**src/rtl/mem_stage_if.sv**
```systemverilog
// Data-memory port (req/gnt/rvalid, single outstanding) plus the LSU op type shared by MEM and its bench.
package mem_stage_pkg;
  typedef enum logic {LSU_LD = 1'b0, LSU_ST = 1'b1} lsu_op_e;
endpackage

interface mem_stage_if;
  logic        data_req;
  logic        data_gnt;
  logic [31:0] data_addr;
  logic        data_we;
  logic [3:0]  data_be;
  logic [31:0] data_wdata;
  logic        data_rvalid;
  logic [31:0] data_rdata;

  modport master (
    output data_req, data_addr, data_we, data_be, data_wdata,
    input  data_gnt, data_rvalid, data_rdata
  );
  modport slave (
    input  data_req, data_addr, data_we, data_be, data_wdata,
    output data_gnt, data_rvalid, data_rdata
  );
endinterface

```
**src/rtl/mem_stage.sv**
```systemverilog
// RISC-V MEM stage: drives the data bus for loads/stores, aligns/extends data,
// registers results into WB and exposes the MEM forwarding port.
module mem_stage
  import mem_stage_pkg::*;
#(
  parameter bit MISALIGN_EXC_EN = 1'b1,
  parameter int TAG_WIDTH       = 4
) (
  input  logic                 clk,
  input  logic                 reset,
  input  logic                 stall_M,
  input  logic                 flush_M,
  output logic                 ready_mem,
  input  logic                 lsu_en_mem,
  input  lsu_op_e              lsu_op_mem,
  input  logic [2:0]           lsu_dtype_mem,
  input  logic [31:0]          lsu_addr_mem,
  input  logic [31:0]          lsu_wdata_mem,
  input  logic                 rd_wr_en_mem,
  input  logic [TAG_WIDTH-1:0] rd_wr_tag_mem,
  input  logic [4:0]           rd_wr_addr_mem,
  input  logic [31:0]          rd_wr_data_mem,
  input  logic [31:0]          pc_mem,
  input  logic                 exc_taken_mem,
  mem_stage_if.master          dbus,
  output logic                 rd_wr_en_wb,
  output logic [TAG_WIDTH-1:0] rd_wr_tag_wb,
  output logic [4:0]           rd_wr_addr_wb,
  output logic [31:0]          rd_wr_data_wb,
  output logic [31:0]          pc_wb,
  output logic                 exc_taken_wb,
  output logic                 misaligned_wb,
  output logic                 forward_mem_en,
  output logic [TAG_WIDTH-1:0] forward_mem_tag,
  output logic [4:0]           forward_mem_addr,
  output logic [31:0]          forward_mem_wdata
);
  typedef enum logic [1:0] {IDLE, WAIT_RV, DONE, DRAIN} state_e;

  state_e      state_q;
  logic [31:0] buf_q;

  logic [1:0]  dt, off;
  logic        is_h, is_w, misalign, exc_any, access, is_ld;
  logic        leave, complete;
  logic [31:0] rdata_sel, shifted, ld_res, wb_data_d;

  assign dt       = lsu_dtype_mem[1:0];
  assign is_h     = (dt == 2'b01);
  assign is_w     = dt[1];
  assign misalign = MISALIGN_EXC_EN && lsu_en_mem &&
                    ((is_h && lsu_addr_mem[0]) || (is_w && (|lsu_addr_mem[1:0])));
  // With exceptions disabled the low address bits are simply dropped to the access size.
  assign off      = MISALIGN_EXC_EN ? lsu_addr_mem[1:0] :
                    is_w ? 2'b00 : is_h ? {lsu_addr_mem[1], 1'b0} : lsu_addr_mem[1:0];
  assign exc_any  = exc_taken_mem | misalign;
  assign access   = lsu_en_mem & ~exc_any;
  assign is_ld    = lsu_en_mem & (lsu_op_mem == LSU_LD);

  assign dbus.data_req  = (state_q == IDLE) & access & ~stall_M & ~flush_M;
  assign dbus.data_addr = {lsu_addr_mem[31:2], 2'b00};
  assign dbus.data_we   = (lsu_op_mem == LSU_ST);

  always_comb begin
    dbus.data_be    = 4'hF;
    dbus.data_wdata = lsu_wdata_mem;
    case (dt)
      2'b00: begin
        dbus.data_be    = 4'b0001 << off;
        dbus.data_wdata = {4{lsu_wdata_mem[7:0]}};
      end
      2'b01: begin
        dbus.data_be    = 4'b0011 << {off[1], 1'b0};
        dbus.data_wdata = {2{lsu_wdata_mem[15:0]}};
      end
      default: ;
    endcase
  end

  assign rdata_sel = (state_q == DONE) ? buf_q : dbus.data_rdata;
  assign shifted   = rdata_sel >> {off, 3'b000};

  always_comb begin
    ld_res = shifted;
    case (dt)
      2'b00:   ld_res = lsu_dtype_mem[2] ? {24'h0, shifted[7:0]}
                                         : {{24{shifted[7]}}, shifted[7:0]};
      2'b01:   ld_res = lsu_dtype_mem[2] ? {16'h0, shifted[15:0]}
                                         : {{16{shifted[15]}}, shifted[15:0]};
      default: ;
    endcase
  end

  // leave: the instruction in MEM is finished with (completed or discarded) this cycle.
  always_comb begin
    leave = 1'b0;
    case (state_q)
      IDLE:    leave = ~access | flush_M;
      WAIT_RV: leave = dbus.data_rvalid;
      DONE:    leave = 1'b1;
      DRAIN:   leave = 1'b0;
      default: leave = 1'b0;
    endcase
  end

  assign complete  = leave & ~stall_M & ~flush_M;
  assign ready_mem = leave & ~stall_M;
  assign wb_data_d = is_ld ? ld_res : rd_wr_data_mem;

  assign forward_mem_en    = rd_wr_en_mem & complete & ~exc_any;
  assign forward_mem_tag   = rd_wr_tag_mem;
  assign forward_mem_addr  = rd_wr_addr_mem;
  assign forward_mem_wdata = wb_data_d;

  always_ff @(posedge clk or posedge reset) begin
    if (reset) begin
      state_q       <= IDLE;
      buf_q         <= '0;
      rd_wr_en_wb   <= 1'b0;
      rd_wr_tag_wb  <= '0;
      rd_wr_addr_wb <= '0;
      rd_wr_data_wb <= '0;
      pc_wb         <= '0;
      exc_taken_wb  <= 1'b0;
      misaligned_wb <= 1'b0;
    end else begin
      case (state_q)
        IDLE:    if (dbus.data_req && dbus.data_gnt) state_q <= WAIT_RV;
        WAIT_RV: begin
          if (dbus.data_rvalid) begin
            if (!flush_M && stall_M) begin
              buf_q   <= dbus.data_rdata;
              state_q <= DONE;
            end else begin
              state_q <= IDLE;
            end
          end else if (flush_M) begin
            state_q <= DRAIN;
          end
        end
        DONE:    if (flush_M || !stall_M) state_q <= IDLE;
        DRAIN:   if (dbus.data_rvalid) state_q <= IDLE;
        default: state_q <= IDLE;
      endcase

      if (flush_M || (!stall_M && !complete)) begin
        rd_wr_en_wb   <= 1'b0;
        exc_taken_wb  <= 1'b0;
        misaligned_wb <= 1'b0;
      end else if (complete) begin
        rd_wr_en_wb   <= rd_wr_en_mem & ~exc_any;
        rd_wr_tag_wb  <= rd_wr_tag_mem;
        rd_wr_addr_wb <= rd_wr_addr_mem;
        rd_wr_data_wb <= wb_data_d;
        pc_wb         <= pc_mem;
        exc_taken_wb  <= exc_any;
        misaligned_wb <= misalign;
      end
    end
  end
endmodule

```
**src/flat_wrapper.sv**
```systemverilog
// flat-port wrapper written by rule: the top's interface ports become plain ports
module mem_stage_flat import mem_stage_pkg::*;
#(
  parameter bit MISALIGN_EXC_EN = 1'b1,
  parameter int TAG_WIDTH       = 4
)
  (clk, reset, stall_M, flush_M, ready_mem, lsu_en_mem, lsu_op_mem, lsu_dtype_mem, lsu_addr_mem, lsu_wdata_mem, rd_wr_en_mem, rd_wr_tag_mem, rd_wr_addr_mem, rd_wr_data_mem, pc_mem, exc_taken_mem, rd_wr_en_wb, rd_wr_tag_wb, rd_wr_addr_wb, rd_wr_data_wb, pc_wb, exc_taken_wb, misaligned_wb, forward_mem_en, forward_mem_tag, forward_mem_addr, forward_mem_wdata, dbus_data_req, dbus_data_addr, dbus_data_we, dbus_data_be, dbus_data_wdata, dbus_data_gnt, dbus_data_rvalid, dbus_data_rdata);
  mem_stage_if dbus_i ();
  input  logic clk;
  input  logic reset;
  input  logic stall_M;
  input  logic flush_M;
  output logic ready_mem;
  input  logic lsu_en_mem;
  input  lsu_op_e lsu_op_mem;
  input  logic [2:0] lsu_dtype_mem;
  input  logic [31:0] lsu_addr_mem;
  input  logic [31:0] lsu_wdata_mem;
  input  logic rd_wr_en_mem;
  input  logic [TAG_WIDTH-1:0] rd_wr_tag_mem;
  input  logic [4:0] rd_wr_addr_mem;
  input  logic [31:0] rd_wr_data_mem;
  input  logic [31:0] pc_mem;
  input  logic exc_taken_mem;
  output logic rd_wr_en_wb;
  output logic [TAG_WIDTH-1:0] rd_wr_tag_wb;
  output logic [4:0] rd_wr_addr_wb;
  output logic [31:0] rd_wr_data_wb;
  output logic [31:0] pc_wb;
  output logic exc_taken_wb;
  output logic misaligned_wb;
  output logic forward_mem_en;
  output logic [TAG_WIDTH-1:0] forward_mem_tag;
  output logic [4:0] forward_mem_addr;
  output logic [31:0] forward_mem_wdata;
  output wire logic [$bits(dbus_i.data_req)-1:0] dbus_data_req;
  output wire logic [$bits(dbus_i.data_addr)-1:0] dbus_data_addr;
  output wire logic [$bits(dbus_i.data_we)-1:0] dbus_data_we;
  output wire logic [$bits(dbus_i.data_be)-1:0] dbus_data_be;
  output wire logic [$bits(dbus_i.data_wdata)-1:0] dbus_data_wdata;
  input wire logic [$bits(dbus_i.data_gnt)-1:0] dbus_data_gnt;
  input wire logic [$bits(dbus_i.data_rvalid)-1:0] dbus_data_rvalid;
  input wire logic [$bits(dbus_i.data_rdata)-1:0] dbus_data_rdata;
  assign dbus_data_req = dbus_i.data_req;
  assign dbus_data_addr = dbus_i.data_addr;
  assign dbus_data_we = dbus_i.data_we;
  assign dbus_data_be = dbus_i.data_be;
  assign dbus_data_wdata = dbus_i.data_wdata;
  assign dbus_i.data_gnt = dbus_data_gnt;
  assign dbus_i.data_rvalid = dbus_data_rvalid;
  assign dbus_i.data_rdata = dbus_data_rdata;
  mem_stage #(.MISALIGN_EXC_EN(MISALIGN_EXC_EN), .TAG_WIDTH(TAG_WIDTH)) u_core (.clk(clk), .reset(reset), .stall_M(stall_M), .flush_M(flush_M), .ready_mem(ready_mem), .lsu_en_mem(lsu_en_mem), .lsu_op_mem(lsu_op_mem), .lsu_dtype_mem(lsu_dtype_mem), .lsu_addr_mem(lsu_addr_mem), .lsu_wdata_mem(lsu_wdata_mem), .rd_wr_en_mem(rd_wr_en_mem), .rd_wr_tag_mem(rd_wr_tag_mem), .rd_wr_addr_mem(rd_wr_addr_mem), .rd_wr_data_mem(rd_wr_data_mem), .pc_mem(pc_mem), .exc_taken_mem(exc_taken_mem), .dbus(dbus_i), .rd_wr_en_wb(rd_wr_en_wb), .rd_wr_tag_wb(rd_wr_tag_wb), .rd_wr_addr_wb(rd_wr_addr_wb), .rd_wr_data_wb(rd_wr_data_wb), .pc_wb(pc_wb), .exc_taken_wb(exc_taken_wb), .misaligned_wb(misaligned_wb), .forward_mem_en(forward_mem_en), .forward_mem_tag(forward_mem_tag), .forward_mem_addr(forward_mem_addr), .forward_mem_wdata(forward_mem_wdata));
endmodule
```
**config.mk**
```make
export PLATFORM = sky130hd
export DESIGN_NAME = mem_stage_flat
export DESIGN_NICKNAME = d
export VERILOG_FILES = /design/src/rtl/mem_stage_if.sv /design/src/rtl/mem_stage.sv /design/src/flat_wrapper.sv
export SDC_FILE = /design/constraint.sdc
export NUM_CORES = 1
export LEC_CHECK = 0
export CAP_MARGIN = 10
export CORE_AREA = 3 3 143 145
export DETAILED_ROUTE_END_ITERATION = 16
export DIE_AREA = 0 0 146 148
export GPL_TIMING_DRIVEN = 0
export PLACE_DENSITY = 0.73
export SYNTH_ARGS = -nofsm -noshare
export SYNTH_HDL_FRONTEND = slang
export SYNTH_SLANG_ARGS = --single-unit
```
**constraint.sdc**
```tcl
create_clock -name clk -period 5.79 [get_ports clk]
set_clock_uncertainty 0.15 [all_clocks]
set_input_delay 1.737 -clock clk [delete_from_list [all_inputs] [get_ports clk]]
set_output_delay 1.737 -clock clk [all_outputs]
set_load 0.02 [all_outputs]
```
==> out/metrics.yaml, run 1 <==
status: "completed"
hp-class: "reg2reg"
cap_violations: 0
synth_area_leaders: "dfrtp_1 (41%), nand2_1 (11%), mux2_2 (10%)"
worst_slew_pin_slew_ns: 0.691
place_ws_ns: -0.653
syn_inst: 733
worstSetupEndpointType: "primary output"
ctsHoldBuffers: 0
ioPinCount: 371
crit_chain: "clkdlybuf4s50_1 -> mux2i_2 -> a32o_1 -> o21a_1 -> buf_4 -> buf_4 -> a31oi_1 -> dlygate4sd2_1"
synth-main-ff-cell: "dfrtp_1"
drv_slew: 0
die_w_um: 146
grt_pass1_wl_mm: 40.2
vias_per_cell: 5.06
drt_iter0_drc: 532
fin_crit_ns: 5.68
place_congestion: 0.885
detail-route-antenna-nets: 0
max_freq_mhz: 176
arrival_ns: 3.79
timing_worst_setup_path_type: "in2out"
ir_drop_uv: 143
leakagePower_nw: 4.71
r2r-start: "u_core.state_q[0]"
whs_endpoint: "u_core.pc_wb[1]"
grt_usage: 0.239
ys_seq_area_frac: 0.414
syn-cell-area_um2: 6660
hold_depth: 2
fillCellCount: 1745
start_util: 0.344
area_delta_synth_final_pct: 60.6
synth_top_cell_by_area: "dfrtp_1"
finalHoldViolations: 0
final_common_cell: "clkdlybuf4s50_1"
wl_per_cell_um: 20.0
cts_tree: "yes"
first_global_vias: 6823
antenna_found_initial: 0
grt-ovfl-total: 0
worst_path_largest_cell_delay_ns: 0.50
seqCellArea_um2: 2750
yosys_register_bits: 110
nNetsFinal: 1264
cellPowerDensity_nw_per_um2: 236
cp_slowest_cell: "clkdlybuf4s50_1"
via_count: 6843
drive_above_1_share: 0.180
cts_inserted_buffers: 9
route.detailed.drc: 0
multi_input_area_um2: 3280
rr_endpoint: "u_core.rd_wr_data_wb[1]"
cts_buffer_depth: 2
relSlewSlack: 0.539
regToRegSetupSlack_ns: 3.11
clock_latency_ns: 0.36
worst-path-max-fanout: 10
fin_ws_ns: 0.109
min-delay-start: "u_core.pc_wb[1]"
antenna_cells: 0
portBuffers: 334
row_count: 51
path_clk_slew_ns: 0.08
cp_common_cell: "buf_4"
syn_area_per_cell_um2: 9.08
die_h_um: 148
netlist-cell-type-count: 42
dr.pass1.iters: 6
yosysTopAreaCellShare: 0.414
die-area_um2: 21600
core_um2: 19300
htreeDepth: 3
finalSetupViolations: 0
grt_setup_unrepaired: "no"
wl_mm: 27.0
r2r_cells: 7
start_kind: "input port"
clock-sinks: 110
synth_async_sr_flop_share: 1.00
yosysWarnings: 0
synth-edff-count: 0
cts_root_buffer: "clkbuf_16"
mostFrequentLayoutCells: "clkdlybuf4s50_1 (301), nand2_1 (188), dfrtp_1 (110)"
hpwlAfterDp_mm: 21.6
power.total_mw: 2.52
min_period_over_period: 0.981
crit_required_ns: 3.90
grt_max_degree: 89
## critical path: cells and delay by family
| family | cells | cell delay, ns |
|---|---|---|
| buffers and inverters | 4 | 1.26 |
| AO/OA/AOI/OAI | 3 | 0.68 |
| multiplexers | 1 | 0.11 |
## layout make-up
cell class              instances  share of cell area
multi-input cells             513               0.307
clock buffers                  10              0.0214
repair buffers                338               0.314
well taps                     265              0.0310
clock inverters                 6             0.00445
flip-flops and latches        110               0.258
inverters                       4             0.00187
plain buffers                 106              0.0630
## kinds of logic after synthesis
kind of cell | Yosys count | synth area share
and+or+nand+nor | 285 | 0.183
AOI/OAI and AO/OA | 129 | 0.132
buffers and inverters | 111 | 0.0996
DFF | 110 | 0.414
muxes | 97 | 0.171
other | 1 | 0.000563
## report_power, final
| group | total [mW] | internal, mW | leakage, nW | switching [mW] |
|---|---|---|---|---|
| registers | 0.950 | 0.884 | 1.38 | 0.0655 |
| clock network | 0.610 | 0.296 | 0.127 | 0.313 |
| logic | 0.958 | 0.470 | 3.21 | 0.488 |
| total | 2.52 | 1.65 | 4.71 | 0.867 |
## layer usage
layer | wire length, um | vias up | track usage
li1 | - | 3195 | -
met1 | 11200 | 3282 | 0.314
met2 | 13100 | 321 | 0.391
met3 | 2100 | 45 | 0.0589
met4 | 713 | 0 | 0.0757
met5 | 0 | - | 0
## how the worst max path moves through the flow
| stage | from | end | slack, ns | cells after the start |
|---|---|---|---|---|
| finish | dbus_data_rdata[15] | forward_mem_wdata[28] | 0.11 | 8 |
| global placement | reset | u_core.buf_q[11] | -0.92 | 2 |
| global route | lsu_en_mem | forward_mem_wdata[29] | 0.009 | 8 |
| floorplan | lsu_addr_mem[0] | forward_mem_wdata[16] | 0.51 | 7 |
| CTS | lsu_en_mem | forward_mem_wdata[7] | 0.006 | 6 |
| detailed placement | lsu_addr_mem[0] | forward_mem_wdata[27] | -0.65 | 8 |
## sequential cells by signal, indices dropped and copies added (netlist names)
| register | cells |
|---|---|
| u_core.rd_wr_tag_wb | 4 |
| u_core.misaligned_wb | 1 |
| u_core.rd_wr_en_wb | 1 |
| u_core.state_q | 2 |
| u_core.buf_q | 32 |
| u_core.pc_wb | 32 |
| u_core.rd_wr_data_wb | 32 |
| u_core.rd_wr_addr_wb | 5 |
| u_core.exc_taken_wb | 1 |
## per-stage QoR
step	instances	TNS, ns	area, um^2	hold slack (ns)	utilization
finish	1352	0	10700	0.327	0.553
CTS	1353	0	10700	0.330	0.552
global placement	1333	-115.11	10300	0.307	0.535
detailed placement	1334	-14.98	10400	0.311	0.536
global route	1352	0	10700	0.353	0.553
floorplan	734	0	6660	0.324	-
## cells in the mapped netlist, types with 2 or more instances
| library cell | instances |
|---|---|
| and2_1 | 9 |
| o211ai_1 | 10 |
| mux4_2 | 7 |
| a21o_1 | 2 |
| or2_2 | 10 |
| a21oi_1 | 12 |
| dfrtp_1 | 110 |
| a41oi_1 | 16 |
| o21bai_1 | 2 |
| buf_1 | 6 |
| inv_1 | 4 |
| o21ai_0 | 35 |
| buf_2 | 17 |
| clkbuf_1 | 28 |
| nand2b_1 | 14 |
| mux2i_1 | 28 |
| mux2_2 | 61 |
| a32oi_1 | 2 |
| nand3_1 | 21 |
| a31oi_1 | 16 |
| nand2_1 | 189 |
| o2111ai_1 | 8 |
| buf_6 | 2 |
| o22ai_1 | 8 |
| buf_4 | 53 |
| nor2_1 | 33 |
| a21boi_0 | 4 |
| a21boi_1 | 4 |
| a222oi_1 | 7 |
| nor2b_1 | 3 |
## repair_timing
| item | CTS | global route |
|---|---|---|
| resized for setup | 48 | 24 |
| gates cloned | 0 | 0 |
| hold endpoints to repair | 0 | 0 |
| pin swaps | 6 | 1 |
| setup buffers | 3 | 0 |
| setup endpoints to repair | 47 | 36 |
(Power assumes the default switching activity.)
==> run 2: changes to the inputs <==
- SKIP_CTS_REPAIR_TIMING: unset -> 1
==> out/metrics.yaml, run 2 (same netlist as run 1, synthesis figures left out) <==
leakagePower_nw: 4.96  # was 4.71 nW
drt_iter0_drc: 590  # was 532
clkPwrFrac: 0.239  # was 0.242
vias_per_cell: 5.08  # was 5.06
arrival_ns: 3.80  # was 3.79 ns
hp-class: "reg2reg"  # unchanged
wl_met1_mm: 11.2  # about the same
start_kind: "input port"  # unchanged
grt_setup_unrepaired: "no"  # unchanged
drive_above_1_share: 0.177  # was 0.180
clock_latency_ns: 0.36  # about the same
cp_common_cell: "clkdlybuf4s50_1"  # was buf_4
cts_buffer_depth: 2  # unchanged
postPlaceCellArea_um2: 10400  # unchanged
sw_frac_of_total: 0.342  # was 0.345
max_freq_mhz: 176  # about the same
drv_slew: 0  # unchanged
p_comb_frac: 0.384  # was 0.381
grt_usage: 0.239  # about the same
whs_endpoint: "u_core.pc_wb[23]"  # was u_core.pc_wb[1]
die_w_um: 146  # unchanged
ioPinCount: 371  # unchanged
dp.cells: 1334  # unchanged
power.total_mw: 2.52  # about the same
first_global_vias: 6794  # was 6823
rr_endpoint: "u_core.rd_wr_data_wb[1]"  # unchanged
hold_depth: 2  # unchanged
fin_ws_ns: 0.102  # was 0.109 ns
cap_violations: 0  # unchanged
antenna_cells: 0  # unchanged
finalHoldViolations: 0  # unchanged
die-area_um2: 21600  # unchanged
ir_drop_uv: 145  # was 143 uV
area_delta_synth_final_pct: 62.2  # was 60.6%
dr.pass1.iters: 6  # unchanged
worst-path-max-fanout: 5  # was 10
path_clk_slew_ns: 0.08  # about the same
finalSetupViolations: 0  # unchanged
wl_met2_mm: 13.1  # about the same
cts_root_buffer: "clkbuf_16"  # unchanged
highest_layer: "met4"  # unchanged
fillCellCount: 1734  # was 1745
r2r-start: "u_core.state_q[0]"  # unchanged
portBuffers: 334  # unchanged
fin_crit_ns: 5.69  # was 5.68 ns
cts_inserted_buffers: 9  # unchanged
r2r_cells: 7  # unchanged
crit_chain: "clkdlybuf4s50_1 -> nor2b_1 -> clkbuf_2 -> nand3_1 -> o21ai_1 -> clkdlybuf4s50_1"  # was clkdlybuf4s50_1 -> mux2i_2 -> a32o_1 -> o21a_1 -> buf_4 -> buf_4 -> a31oi_1 -> dlygate4sd2_1
final_util: 0.558  # was 0.553
dr_wl_met3_mm: 2.08  # was 2.10 mm
regToRegSetupSlack_ns: 3.09  # was 3.11 ns
detail-route-antenna-nets: 0  # unchanged
status: "completed"  # unchanged
final_common_cell: "clkdlybuf4s50_1"  # unchanged
cp_slowest_cell: "clkdlybuf4s50_1"  # unchanged
worst_path_largest_cell_delay_ns: 0.68  # was 0.50 ns
power.switching_uw: 863  # was 867 uW
via_count: 6868  # was 6843
grt_max_degree: 89  # unchanged
core_um2: 19300  # unchanged
largestRegisters: "u_core.buf_q x32, u_core.pc_wb x32, u_core.rd_wr_data_wb x32"  # unchanged
crit_required_ns: 3.90  # about the same
row_count: 51  # unchanged
grt-ovfl-total: 0  # unchanged
die_h_um: 148  # unchanged
final_area_um2: 10800  # was 10700 um^2
worstSetupEndpointType: "primary output"  # unchanged
hpwlAfterDp_mm: 21.6  # unchanged
multi_input_area_um2: 3270  # was 3280 um^2
worst_slew_pin_slew_ns: 0.697  # was 0.691 ns
cellPowerDensity_nw_per_um2: 234  # was 236 nW/um^2
htreeDepth: 3  # unchanged
cts_tree: "yes"  # unchanged
route.detailed.drc: 0  # unchanged
mostFrequentLayoutCells: "clkdlybuf4s50_1 (301), nand2_1 (188), dfrtp_1 (110)"  # unchanged
seqCellArea_um2: 2750  # unchanged
timing_worst_setup_path_type: "in2out"  # unchanged
antenna_found_initial: 0  # unchanged
power.share.sequential: 0.376  # was 0.377
start_util: 0.344  # unchanged
place_ws_ns: -0.653  # unchanged
min-delay-start: "u_core.pc_wb[23]"  # was u_core.pc_wb[1]
min_period_over_period: 0.982  # was 0.981
relSlewSlack: 0.535  # was 0.539
wl_per_cell_um: 20.1  # was 20.0 um
grt_pass1_wl_mm: 40.1  # was 40.2 mm
fin_cells: 1352  # unchanged
wl_mm: 27.2  # was 27.0 mm
place_congestion: 0.885  # unchanged
nNetsFinal: 1264  # unchanged
clock-sinks: 110  # unchanged
p_int_mw: 1.66  # was 1.65 mW
## run 2: final cells by class
class | count | area share
plain buffers | 107 | 0.0630
clock buffers | 10 | 0.0212
clock inverters | 6 | 0.00440
inverters | 4 | 0.00185
multi-input cells | 513 | 0.303
flip-flops and latches | 110 | 0.255
well taps | 265 | 0.0307
repair buffers | 337 | 0.321
## run 2: how the worst max path moves through the flow
stage                     start                     to  slack, ns  depth (start not counted)
6_report             lsu_en_mem   forward_mem_wdata[7]       0.10                          6
3_5_place_dp    lsu_addr_mem[0]  forward_mem_wdata[27]      -0.65                          8
5_1_grt        dbus_data_rvalid         forward_mem_en      0.006                          8
2_1_floorplan   lsu_addr_mem[0]  forward_mem_wdata[16]       0.51                          7
4_1_cts         lsu_addr_mem[0]  forward_mem_wdata[27]      -0.67                          8
3_3_place_gp              reset       u_core.buf_q[11]      -0.92                          2
## run 2: per-stage QoR
| stage | hold slack [ns] | setup TNS, ns |
|---|---|---|
| 2_1_floorplan | 0.324 | 0 |
| 4_1_cts | 0.330 | -15.30 |
| 3_5_place_dp | 0.311 | -14.98 |
| 5_1_grt | 0.353 | 0 |
| 3_3_place_gp | 0.307 | -115.11 |
| 6_report | 0.328 | 0 |
## run 2: worst max-delay path, delay by kind of cell
family	cells	cell delay, ns
buf+inv	3	1.44
simple gates	2	0.33
compound gates	1	0.29
## run 2: power by group through the flow
stage | Sequential, mW | Combinational (mW) | Clock [mW]
2_1_floorplan | 1.07 | 0.349 | 0
6_report | 0.950 | 0.969 | 0.604
4_1_cts | 0.948 | 0.971 | 0.620
5_1_grt | 0.964 | 1.03 | 0.647
3_3_place_gp | 0.958 | 0.956 | 0
3_5_place_dp | 0.963 | 0.967 | 0
## run 2: metal layers
metal	vias to the layer above	track usage
li1	3196	-
met1	3315	0.314
met2	308	0.391
met3	49	0.0586
met4	0	0.0729
met5	-	0
